[config.mk]
export PLATFORM = sky130hd
export DESIGN_NAME = mcpu_ctrl_fsm
export DESIGN_NICKNAME = d
export VERILOG_FILES = /design/src/rtl/mcpu_ctrl_fsm.sv
export SDC_FILE = /design/constraint.sdc
export NUM_CORES = 1
export LEC_CHECK = 0
export BUFFER_PORTS_ARGS = -buffer_cell sky130_fd_sc_hd__buf_2
export CAP_MARGIN = 10
export CORE_MARGIN = 2
export CORE_UTILIZATION = 44
export CTS_BUF_LIST = sky130_fd_sc_hd__clkbuf_8
export CTS_CLUSTER_SIZE = 40
export DETAILED_ROUTE_END_ITERATION = 8
export HOLD_SLACK_MARGIN = 0.08
export PLACE_DENSITY = 0.86
export SYNTH_ARGS = -nofsm -noshare
export SYNTH_HDL_FRONTEND = slang
export SYNTH_SLANG_ARGS = --single-unit
export TNS_END_PERCENT = 5
[constraint.sdc]
create_clock -name clk -period 3.1 [get_ports clk]
set_input_delay 0.31 -clock clk [delete_from_list [all_inputs] [get_ports clk]]
set_output_delay 0.31 -clock clk [all_outputs]
set_load 0.01 [all_outputs]
[src/rtl/mcpu_ctrl_fsm.sv]
// Purpose : main sequencer for the multi-cycle CPU datapath. It walks the
//           fetch / decode / execute / memory / writeback states and drives
//           every datapath write enable and mux select.
// Latency : one state per clock. The outputs decode the current state, and in
//           the memory states they also decode mem_ready.
// Backpressure: FETCH, MRD and MWR hold while mem_ready is low, with every
//           enable held at 0. mem_ready is ignored in all other states.
//
// Ports
//   clk, reset          rising-edge clock; synchronous active-high reset. The
//                       reset cycle itself forces every output to 0.
//   opcode, funct       IR[31:26] / IR[5:0] from the instruction register.
//   zero                ALU zero flag. Branch resolution happens in the
//                       datapath through bne_sel, so the FSM does not use it.
//   mem_ready / mem_req memory wait-state handshake.
//   *_we                write enables for PC, IR, A, B, BEN, regfile, memory.
//   mem_in, reg_in, rw_sel, alu_src_a, alu_src_b, alu_op, pc_src, bne_sel
//                       datapath mux selects. Any select that a state does not
//                       use is driven to 0.
//   illegal             sticky trap flag. It stays high in TRAP until reset.
//   state               current state, for debug.
//   cyc_cnt, ret_cnt    performance counters.
//
// Configuration macro: MCPU_PERF_CNT_EN
//   When defined, the cycle counter and the retired-instruction counter are
//   built. When undefined, both counters read 0 and no counter flops exist.

module mcpu_ctrl_fsm #(
    parameter int STATE_W  = 4,
    parameter int LINK_REG = 31
) (
    input  logic               clk,
    input  logic               reset,
    input  logic [5:0]         opcode,
    input  logic [5:0]         funct,
    input  logic               zero,
    input  logic               mem_ready,
    output logic               mem_req,
    output logic               pc_we,
    output logic               ir_we,
    output logic               a_we,
    output logic               b_we,
    output logic               ben_we,
    output logic               reg_we,
    output logic               mem_we,
    output logic               mem_in,
    output logic               reg_in,
    output logic [1:0]         rw_sel,
    output logic [1:0]         alu_src_a,
    output logic [1:0]         alu_src_b,
    output logic [2:0]         alu_op,
    output logic [1:0]         pc_src,
    output logic               bne_sel,
    output logic               illegal,
    output logic [STATE_W-1:0] state,
    output logic [31:0]        cyc_cnt,
    output logic [31:0]        ret_cnt
);

    // Parameter sanity: 14 states need 4 bits. The link register is a 5-bit
    // regfile address that the datapath selects when rw_sel is 2.
    generate
        if (STATE_W < 4) begin : g_bad_state_w
            $error("mcpu_ctrl_fsm: STATE_W must be at least 4");
        end
        if (LINK_REG < 0 || LINK_REG > 31) begin : g_bad_link_reg
            $error("mcpu_ctrl_fsm: LINK_REG must be a 5-bit register address");
        end
    endgenerate

    localparam logic [STATE_W-1:0] S_FETCH  = STATE_W'(0);
    localparam logic [STATE_W-1:0] S_DECODE = STATE_W'(1);
    localparam logic [STATE_W-1:0] S_MADDR  = STATE_W'(2);
    localparam logic [STATE_W-1:0] S_MRD    = STATE_W'(3);
    localparam logic [STATE_W-1:0] S_MWB    = STATE_W'(4);
    localparam logic [STATE_W-1:0] S_MWR    = STATE_W'(5);
    localparam logic [STATE_W-1:0] S_EXR    = STATE_W'(6);
    localparam logic [STATE_W-1:0] S_WBR    = STATE_W'(7);
    localparam logic [STATE_W-1:0] S_EXI    = STATE_W'(8);
    localparam logic [STATE_W-1:0] S_WBI    = STATE_W'(9);
    localparam logic [STATE_W-1:0] S_BR     = STATE_W'(10);
    localparam logic [STATE_W-1:0] S_JMP    = STATE_W'(11);
    localparam logic [STATE_W-1:0] S_JAL    = STATE_W'(12);
    localparam logic [STATE_W-1:0] S_TRAP   = STATE_W'(13);

    localparam logic [5:0] OP_R    = 6'h00;
    localparam logic [5:0] OP_J    = 6'h02;
    localparam logic [5:0] OP_JAL  = 6'h03;
    localparam logic [5:0] OP_BEQ  = 6'h04;
    localparam logic [5:0] OP_BNE  = 6'h05;
    localparam logic [5:0] OP_ADDI = 6'h08;
    localparam logic [5:0] OP_XORI = 6'h0E;
    localparam logic [5:0] OP_LW   = 6'h23;
    localparam logic [5:0] OP_SW   = 6'h2B;

    localparam logic [5:0] FN_JR   = 6'h08;
    localparam logic [5:0] FN_ADD  = 6'h20;
    localparam logic [5:0] FN_SUB  = 6'h22;
    localparam logic [5:0] FN_SLT  = 6'h2A;

    localparam logic [2:0] ALU_ADD = 3'd0;
    localparam logic [2:0] ALU_SUB = 3'd1;
    localparam logic [2:0] ALU_XOR = 3'd2;
    localparam logic [2:0] ALU_SLT = 3'd3;

    logic [STATE_W-1:0] state_q, state_d;

    // Branch resolution is done in the datapath, so the zero flag goes nowhere.
    logic unused_zero;
    assign unused_zero = zero;

    // ---------------------------------------------------------------- state
    always_ff @(posedge clk) begin
        if (reset) begin
            state_q <= S_FETCH;
        end else begin
            state_q <= state_d;
        end
    end

    // ----------------------------------------------------------- next state
    always_comb begin
        state_d = state_q;
        case (state_q)
            S_FETCH:  if (mem_ready) state_d = S_DECODE;
            S_DECODE: begin
                case (opcode)
                    OP_LW, OP_SW:     state_d = S_MADDR;
                    OP_ADDI, OP_XORI: state_d = S_EXI;
                    OP_BEQ, OP_BNE:   state_d = S_BR;
                    OP_J:             state_d = S_JMP;
                    OP_JAL:           state_d = S_JAL;
                    OP_R: begin
                        case (funct)
                            FN_ADD, FN_SUB, FN_SLT: state_d = S_EXR;
                            FN_JR:                  state_d = S_JMP;
                            default:                state_d = S_TRAP;
                        endcase
                    end
                    default:          state_d = S_TRAP;
                endcase
            end
            S_MADDR:  state_d = (opcode == OP_SW) ? S_MWR : S_MRD;
            S_MRD:    if (mem_ready) state_d = S_MWB;
            S_MWR:    if (mem_ready) state_d = S_FETCH;
            S_EXR:    state_d = S_WBR;
            S_EXI:    state_d = S_WBI;
            S_MWB, S_WBR, S_WBI, S_BR, S_JMP, S_JAL: state_d = S_FETCH;
            S_TRAP:   state_d = S_TRAP;
            // Unused encodings fall back to fetch instead of locking up.
            default:  state_d = S_FETCH;
        endcase
    end

    // --------------------------------------------------------------- outputs
    always_comb begin
        mem_req   = 1'b0;
        pc_we     = 1'b0;
        ir_we     = 1'b0;
        a_we      = 1'b0;
        b_we      = 1'b0;
        ben_we    = 1'b0;
        reg_we    = 1'b0;
        mem_we    = 1'b0;
        mem_in    = 1'b0;
        reg_in    = 1'b0;
        rw_sel    = 2'd0;
        alu_src_a = 2'd0;
        alu_src_b = 2'd0;
        alu_op    = ALU_ADD;
        pc_src    = 2'd0;
        bne_sel   = 1'b0;
        illegal   = 1'b0;
        state     = reset ? S_FETCH : state_q;
        if (!reset) begin
            case (state_q)
                S_FETCH: begin
                    // PC+4 is computed every fetch cycle. It commits only
                    // when the instruction word arrives.
                    mem_req   = 1'b1;
                    alu_src_b = 2'd3;
                    pc_src    = 2'd2;
                    ir_we     = mem_ready;
                    pc_we     = mem_ready;
                end
                S_DECODE: begin
                    // A/B read the regfile. BEN latches PC+4 + (imm<<2).
                    a_we   = 1'b1;
                    b_we   = 1'b1;
                    ben_we = 1'b1;
                end
                S_MADDR: begin
                    alu_src_a = 2'd1;
                    alu_src_b = 2'd1;
                end
                S_MRD: begin
                    mem_req = 1'b1;
                    mem_in  = 1'b1;
                end
                S_MWB: begin
                    reg_we = 1'b1;
                    rw_sel = 2'd1;
                end
                S_MWR: begin
                    // The store strobe fires once, in the cycle memory accepts it.
                    mem_req = 1'b1;
                    mem_in  = 1'b1;
                    mem_we  = mem_ready;
                end
                S_EXR: begin
                    alu_src_a = 2'd1;
                    alu_src_b = 2'd2;
                    case (funct)
                        FN_SUB:  alu_op = ALU_SUB;
                        FN_SLT:  alu_op = ALU_SLT;
                        default: alu_op = ALU_ADD;
                    endcase
                end
                S_WBR: begin
                    reg_we = 1'b1;
                    reg_in = 1'b1;
                end
                S_EXI: begin
                    alu_src_a = 2'd1;
                    alu_src_b = 2'd1;
                    alu_op    = (opcode == OP_XORI) ? ALU_XOR : ALU_ADD;
                end
                S_WBI: begin
                    reg_we = 1'b1;
                    reg_in = 1'b1;
                    rw_sel = 2'd1;
                end
                S_BR: begin
                    // The compare runs here. The datapath chooses between BEN
                    // and PC+4 using zero and bne_sel.
                    alu_src_a = 2'd1;
                    alu_src_b = 2'd2;
                    alu_op    = ALU_SUB;
                    bne_sel   = opcode[0];
                    pc_we     = 1'b1;
                end
                S_JMP: begin
                    pc_we = 1'b1;
                    if (opcode == OP_J) begin
                        pc_src = 2'd1;
                    end else begin
                        // JR: rt is 0 in the encoding, so A ^ B passes A
                        // straight through to the PC.
                        alu_src_a = 2'd1;
                        alu_src_b = 2'd2;
                        alu_op    = ALU_XOR;
                        pc_src    = 2'd2;
                    end
                end
                S_JAL: begin
                    // The ALU register still holds PC+4 from decode. It is
                    // written to the link register in the same cycle as the jump.
                    reg_we = 1'b1;
                    reg_in = 1'b1;
                    rw_sel = 2'd2;
                    pc_src = 2'd1;
                    pc_we  = 1'b1;
                end
                S_TRAP: illegal = 1'b1;
                default: ;
            endcase
        end
    end

    // ------------------------------------------------------ perf counters
`ifdef MCPU_PERF_CNT_EN
    logic [31:0] cyc_cnt_q, cyc_cnt_d;
    logic [31:0] ret_cnt_q, ret_cnt_d;

    always_comb begin
        cyc_cnt_d = cyc_cnt_q + 32'd1;
        ret_cnt_d = ret_cnt_q;
        // An instruction retires when control returns to FETCH. Re-entry
        // caused by reset is excluded because reset clears the counter anyway.
        if (state_q != S_FETCH && state_d == S_FETCH) begin
            ret_cnt_d = ret_cnt_q + 32'd1;
        end
    end

    always_ff @(posedge clk) begin
        if (reset) begin
            cyc_cnt_q <= 32'd0;
            ret_cnt_q <= 32'd0;
        end else begin
            cyc_cnt_q <= cyc_cnt_d;
            ret_cnt_q <= ret_cnt_d;
        end
    end

    assign cyc_cnt = reset ? 32'd0 : cyc_cnt_q;
    assign ret_cnt = reset ? 32'd0 : ret_cnt_q;
`else
    assign cyc_cnt = 32'd0;
    assign ret_cnt = 32'd0;
`endif

endmodule

# Word-level counts from Yosys, hierarchy flattened
# Index checks and enable logic that the tools add are counted.
# W data, S select, Z words.
[totals] out_inout_bits=91 ff_bits=4 input_bits=16
[op_classes] n_reduce_logical=16 n_mux=44 n_eq_ne=28
[op_table] operator="$pmux W4 S8" count=1
[op_table] operator="$eq A6 B6 Y1 const B" count=5
[op_table] operator="$eq A4 B4 Y1 const B" count=6
[op_table] operator="$pmux W4 S6" count=1
[op_table] operator="$mux W1" count=21
[op_table] operator="$eq A6 B4 Y1 const B" count=3
[op_table] operator="$eq A4 B3 Y1 const B" count=4
[op_table] operator="$mux W2" count=8
[op_table] operator="$mux W4" count=4
[op_table] operator="$pmux W2 S4" count=2
[op_table] operator="$reduce_or A2 Y1" count=7
[op_table] operator="$eq A6 B2 Y1 const B" count=2
[op_table] operator="$eq A6 B3 Y1 const B" count=2
[op_table] operator="$reduce_or A3 Y1" count=4
[op_table] operator="$eq A4 B2 Y1 const B" count=2
[op_table] operator="$pmux W2 S2" count=2
[op_table] operator="$pmux W4 S2" count=1
[op_table] operator="$reduce_or A4 Y1" count=2
[op_table] operator="$logic_not A6 Y1" count=1
[op_table] operator="$ne A2 B2 Y1 const B" count=3
[op_table] operator="$pmux W2 S3" count=1
[op_table] operator="$eq A4 B1 Y1 const B" count=1
[op_table] operator="$logic_not A4 Y1" count=1
[op_table] operator="$pmux W1 S2" count=2
[op_table] operator="2 further kinds" count=2

# Longest topological paths before layout
# Gate-level depths: netlist of the first run.
[depth] depth_word=5 ltp_mapped=7 depth_no_buf=5

# Least setup slack after synthesis of the first run
# OpenSTA, ideal clock, no wires.
[synth_path] path_kind="flip-flop to output port" from="register state_q[2]" to="output port alu_op[1]" t_required_ns=2.790 arrival_time_ns=1.634 path_buffers=2 stages_incl_launch_ff=7 slack_ns=1.156 path_cell_list="dfxtp_1 > clkbuf_1 > clkbuf_1 > nand2_1 > nor3_1 > nand4_1 > a211oi_1"
[synth_between] elab_chain_len=3 elab_cells_between_ends=6 cone_classes="eq/ne (4); mux (2)"
[synth_lines] item="start: declaration" line="106" rtl="logic [STATE_W-1:0] state_q, state_d;"
[synth_lines] item="start signal: assignment" line="117" rtl="state_q <= state_d;"
[synth_lines] item="$eq A4 B4 Y1 or $eq A4 B3 Y1 (tied branches)" line="176" rtl="case (state_q)"
[synth_lines] item="$pmux W2 S4 *" line="176"
[synth_lines] item="$mux W2 *" line="175" rtl="if (!reset) begin"
[synth_lines] item="end: declaration" line="51" rtl="output logic [2:0] alu_op,"
# Mark *: on every way between the ends. The rest lies on a longest branch, timed or not.

# Final worst setup path of the first run
[layout_path] from="register state_q[0]" to="output port a_we"
[layout_between] elab_chain_len=3
[layout_lines] item="$eq A4 B1 Y1" line="176"
[layout_lines] item="$mux W1" line="176"
[layout_lines] item="$mux W1" line="175"
[layout_lines] item="end: declaration" line="41" rtl="output logic a_we,"
# Every way passes these cells.

==> results of run 1 <==
-- stage by stage --
step	hold slack, ns	utilization
2_1_floorplan	0.490	-
3_3_place_gp	0.750	0.442
3_5_place_dp	0.759	0.442
4_1_cts	0.528	0.456
5_1_grt	0.574	0.456
6_report	0.542	0.456
-- final timing paths --
kind | to | start | slack, ns
worst max-delay path | a_we | state_q[0] | 0.74
worst min-delay path | state_q[1] | opcode[4] | 0.54
worst max register to register | state_q[2] | state_q[0] | 1.19
worst min register to register | state_q[0] | state_q[3] | 0.87
-- power groups by stage --
stage	clock network (mW)	logic, mW	registers, mW
after CTS	0.115	0.393	0.141
after floorplan	0	0.431	0.0699
after detailed placement	0	0.392	0.142
after global routing	0.118	0.441	0.151
final	0.113	0.394	0.142
after global placement	0	0.381	0.140
-- synthesized netlist by cell type (2+ instances only) --
library cell / n / area [um2]
xor2_1: 2 / 17.5
mux2_2: 2 / 22.5
a2bb2oi_1: 2 / 17.5
a211oi_1: 2 / 15.0
nor3_1: 13 / 65.1
nand2_1: 9 / 33.8
buf_4: 68 / 510
nand2b_1: 7 / 43.8
nor4b_1: 2 / 17.5
nor4_1: 3 / 18.8
dfxtp_1: 4 / 80.1
o21ai_0: 7 / 35.0
nor2b_1: 12 / 75.1
nor2_1: 17 / 63.8
clkbuf_1: 12 / 45.0
a21oi_1: 15 / 75.1
inv_1: 4 / 15.0
a22oi_1: 2 / 15.0
nand4_1: 3 / 18.8
buf_1: 2 / 7.51
a31oi_1: 2 / 12.5
nor3b_1: 3 / 22.5
-- final cells by class --
cell class                      count  share of cell area
Clock buffer                        3              0.0292
Tap cell                           44              0.0389
Inverter                            4              0.0106
Timing Repair Buffer               39               0.138
Multi-Input combinational cell    194               0.727
Sequential cell                     4              0.0566
-- routing by layer --
metal | part of all wire | vias up | track usage
met5 | 0 | - | 0
met3 | 0.090 | 2 | 0.00840
li1 | - | 682 | -
met1 | 0.40 | 598 | 0.204
met2 | 0.50 | 73 | 0.261
met4 | 0.0093 | 0 | 0.0638
-- logic make-up after synthesis --
| kind of cell | share of synthesized area |
|---|---|
| muxes | 0.0224 |
| xor gates and xnor gates | 0.0181 |
| buffers and inverters | 0.406 |
| DFF | 0.0551 |
| and+or+nand+nor | 0.292 |
| other | 0.00258 |
| AOI/OAI and AO/OA | 0.204 |
-- critical path, stage by stage (launching register included) --
cell and delay, ns:
dfxtp_1 0.79, nor2b_1 0.36, nand2_1 0.22, nor2_1 0.27, buf_2 0.19
==> metrics.txt, run 1 <==
Crit path required time=about 2.8 ns; Die W=around 60 um; wirelength, routed=3020 um; Top FF cell, synth=dfxtp_1; max reg flops=4; largest net degree at the start of global routing=26; GP Congestion=about 0.87; drt drc=0; # Post-CTS Setup Buffers=0; #FFs+latches synth=4; clock network power share=0.174; setup ws final=between 0.7 and 0.8 ns; share of layout cells above drive strength 1=0.197; Core Region=a little over 3000 um2; sw frac=0.530; Cell Area, Synth=around 1500 um2; register area=80.1 um2; vias in the first global route=a little over 1000; hold depth=4; critical path fanouts, max=25; Tcrit/Tclk final=0.762; max_cap viols=0; final hold vios=0; Multi-input gate area=1030 um2; number of buffers added on ports=39; dpl ws=0.912 ns; Die Ht=slightly above 60 um; crit path DAT=approximately 2 ns; Critical Path Start Type=flip-flop; most frequent cells in the layout=66 x conb_1, 39 x buf_2, 17 x nor2_1, 15 x a21oi_1, 13 x nor3_1; clock latency on the worst-skew pair=approximately 0.22 ns; skew final=around 0.0034 ns; Peak Freq=about 420 MHz; Max Slew Vio Count=0; Ports=about 110; FP Rows=20; fin area=1410 um2; Peak VDD IR=about 150 uV; total power=roughly 650 uW; biggest regs=state_q: 4 flops; Layout Nets=262; final setup fails=0; CTS resizes=0; drt wl/cell=10.5 um; Diodes inserted=0; Post-synth EDFFs=0; Pwr Density=458 nW/um2; Post-synth ARST share=0; Layout Cells excl Fill=between 200 and 300; Placed Area=1370 um2; Net Sw Power=~340 uW; drt initial violations=32; Setup crit end kind=primary output; fillers=~360; H-tree level count=1; post-synthesis sequential area ratio=0.0551; TritonCTS clock tree=yes; internal power=305 uW; GRT overflow=0; starting density of the core=0.468; Leakage=a little over 0.7 nW; Total Neg Setup Slack=0 ns; CTS buffer count=3; Synth Instances=220; commonest non-fill, non-tap cell in the layout=conb_1; Cell variety after synth=49; Syn. warnings=0; ANT nets after route=0; logic gate share of total power=0.608; via count=around 1400; Worst Max-Slew Pin Slew=~0.75 ns; first-pass GRT wire length=4510 um; GRT Total Usage=0.154; drt pass-1 iters=5; syn avg cell area=6.60 um2; Slew HR=0.500; initial antenna violation count=0; HP Class=primary input to flip-flop; Clock Tree Root=clkbuf_8; FF-to-FF path depth=5; Clock Pin Slew Worst Setup and Hold Paths=about 0.030 ns; P&R area growth vs syn=-2.67%; most flop-heavy register=state_q; RSZ-0062 raised after global routing=false; Post-CTS Hold Buffers=0; maximum clock path buffer count=2; Clock Sinks=4; Crit Path Class=flip-flop to primary output; dpl cells=approximately 290; Seq pwr share=0.219; outcome=complete, no violations; Period minus WS final=between 2 and 2.5 ns; HPWL after detailed placement=approximately 2400 um; die area=~3800 um2; mean number of vias per cell=4.70
(Power assumes the default switching activity.)
==> run 2, diff against run 1 <==
--- a/config.mk
+++ b/config.mk
@@ -8,12 +8,12 @@
 export BUFFER_PORTS_ARGS = -buffer_cell sky130_fd_sc_hd__buf_2
 export CAP_MARGIN = 10
 export CORE_MARGIN = 2
-export CORE_UTILIZATION = 44
+export CORE_UTILIZATION = 42
 export CTS_BUF_LIST = sky130_fd_sc_hd__clkbuf_8
 export CTS_CLUSTER_SIZE = 40
 export DETAILED_ROUTE_END_ITERATION = 8
 export HOLD_SLACK_MARGIN = 0.08
-export PLACE_DENSITY = 0.86
+export PLACE_DENSITY = 0.83
 export SYNTH_ARGS = -nofsm -noshare
 export SYNTH_HDL_FRONTEND = slang
 export SYNTH_SLANG_ARGS = --single-unit
==> constraint.sdc (replaced) <==
create_clock -name clk -period 2.2 [get_ports clk]
set_input_delay 0.22 -clock clk [delete_from_list [all_inputs] [get_ports clk]]
set_output_delay 0.22 -clock clk [all_outputs]
set_load 0.01 [all_outputs]
==> run 2 against run 1 <==
Routed wire length fell by 0.33%. Utilization fell by 2.2 points. Final cell count grew 2.1%. Combinational power increased by 57%. Critical endpoint is now alu_src_a[0]. Highest routed layer unchanged.
==> metrics.txt, run 2 (synthesis results as in run 1) <==
ANT nets after route=0 (unchanged); wirelength, routed=3010 um (-0.33%); H-tree level count=1 (unchanged); FP Rows=21 (+5.0%); Clock Tree Root=clkbuf_8; RSZ-0062 raised after global routing=false; drt wl/cell=10.2 um (-2.4%); Crit Path Class=primary input to primary output; number of buffers added on ports=39 (unchanged); Ports=107 (unchanged); Setup crit end kind=primary output; most frequent cells in the layout=66 x conb_1, 39 x buf_2, 17 x nor2_1, 15 x a21oi_1, 13 x nor3_1; drt pass-1 iters=4 (-1); Layout Nets=266 (+1.5%); Pwr Density=645 nW/um2 (+41%); vias in the first global route=1070 (+4.7%); Core Region=3340 um2 (+7.5%); HPWL after detailed placement=2420 um (+0.57%); skew final=0.000588 ns (-0.00280 ns); Post-CTS Hold Buffers=0 (unchanged); Tcrit/Tclk final=0.911; fillers=376 (+5.6%); commonest non-fill, non-tap cell in the layout=conb_1; Slew HR=0.600 (+0.0998); share of layout cells above drive strength 1=0.210 (+0.0130); GRT Total Usage=0.146 (-0.00850); crit path DAT=1.78 ns (-0.27 ns); Multi-input gate area=1030 um2 (unchanged); drt initial violations=61 (+91%); Die Ht=62.8 um (+2.2%); mean number of vias per cell=4.61 (-2.0%); Critical Path Start Type=primary input; max reg flops=4 (unchanged); first-pass GRT wire length=4750 um (+5.4%); HP Class=primary input to flip-flop; Diodes inserted=0 (unchanged); die area=3950 um2 (+4.4%); CTS resizes=0 (unchanged); GRT overflow=0 (unchanged); Clock Sinks=4 (unchanged); Clock Pin Slew Worst Setup and Hold Paths=0.03 ns (about the same); Crit path required time=1.98 ns (-0.81 ns); via count=1355 (unchanged); initial antenna violation count=0 (unchanged); Total Neg Setup Slack=0 ns (unchanged); TritonCTS clock tree=yes; Period minus WS final=approximately 2 ns; r2r startpoint=state_q[0]; critical path fanouts, max=11 (-56%); Worst Max-Slew Pin Slew=0.599 ns (-0.150 ns); outcome=complete, no violations; GP Congestion=0.891 (+2.2%); clock latency on the worst-skew pair=0.22 ns (about the same); register area=80.1 um2 (unchanged); maximum clock path buffer count=2 (unchanged); Leakage=0.743 nW (+2.9%); drt drc=0 (unchanged); worst min-delay path startpoint=opcode[4]; # Post-CTS Setup Buffers=0 (unchanged); most flop-heavy register=state_q; total power=933 uW (+44%); Peak VDD IR=170 uV (+15%); Max Slew Vio Count=0 (unchanged); P&R area growth vs syn=-0.430%; Critical Path Start=opcode[3]; Die W=62.8 um (+2.2%); final hold vios=0 (unchanged); biggest regs=state_q: 4 flops; max_cap viols=0 (unchanged); CTS buffer count=3 (unchanged); largest net degree at the start of global routing=23 (-12%); starting density of the core=0.435 (-0.0328); Peak Freq=about 500 MHz; WHS=0.439 ns (-0.103 ns); final setup fails=0 (unchanged)
==> run 2: metrics by stage <==
stage	area [um2]	setup slack, ns	util	instances
3_3_place_gp	1410	0.225	0.421	291
2_1_floorplan	1700	0.346	-	285
5_1_grt	1450	0.0125	0.433	294
3_5_place_dp	1410	0.187	0.421	291
6_report	1450	0.196	0.433	294
4_1_cts	1450	0.184	0.433	294
==> run 2: cell type report <==
class | count | share of cell area
clock buffer | 3 | 0.0285
inverter | 4 | 0.0104
multi-input combinational | 194 | 0.710
sequential | 4 | 0.0554
tap | 46 | 0.0398
timing repair buffer | 43 | 0.156
==> run 2: critical path: stages <==
cell	delay, ns
buf_2	0.16
or4_4	0.56
nor2b_1	0.33
o21ai_0	0.13
a21oi_1	0.18
nor2_1	0.05
buf_2	0.15
==> run 2: path summary, 6_finish.rpt <==
check | cells after the start | slack, ns | end
worst max-delay path | 7 | 0.20 | alu_src_a[0]
worst min-delay path | 4 | 0.44 | state_q[1]
worst max register to register | 6 | 0.40 | state_q[2]
worst min register to register | 4 | 0.84 | state_q[1]
==> run 2: power by group <==
group	internal [mW]	total [mW]	switching [mW]
Combinational	0.236	0.617	0.381
Sequential	0.0939	0.159	0.0655
Clock	0.117	0.157	0.0398
Total	0.446	0.933	0.487
==> run 2: layer usage <==
layer | GRT usage | routed length, um | up-vias
met1 | 0.191 | 1250 | 586
met3 | 0.0378 | 298 | 3
met2 | 0.231 | 1430 | 82
li1 | - | - | 684
met5 | 0 | 0 | -
met4 | 0.0500 | 29 | 0
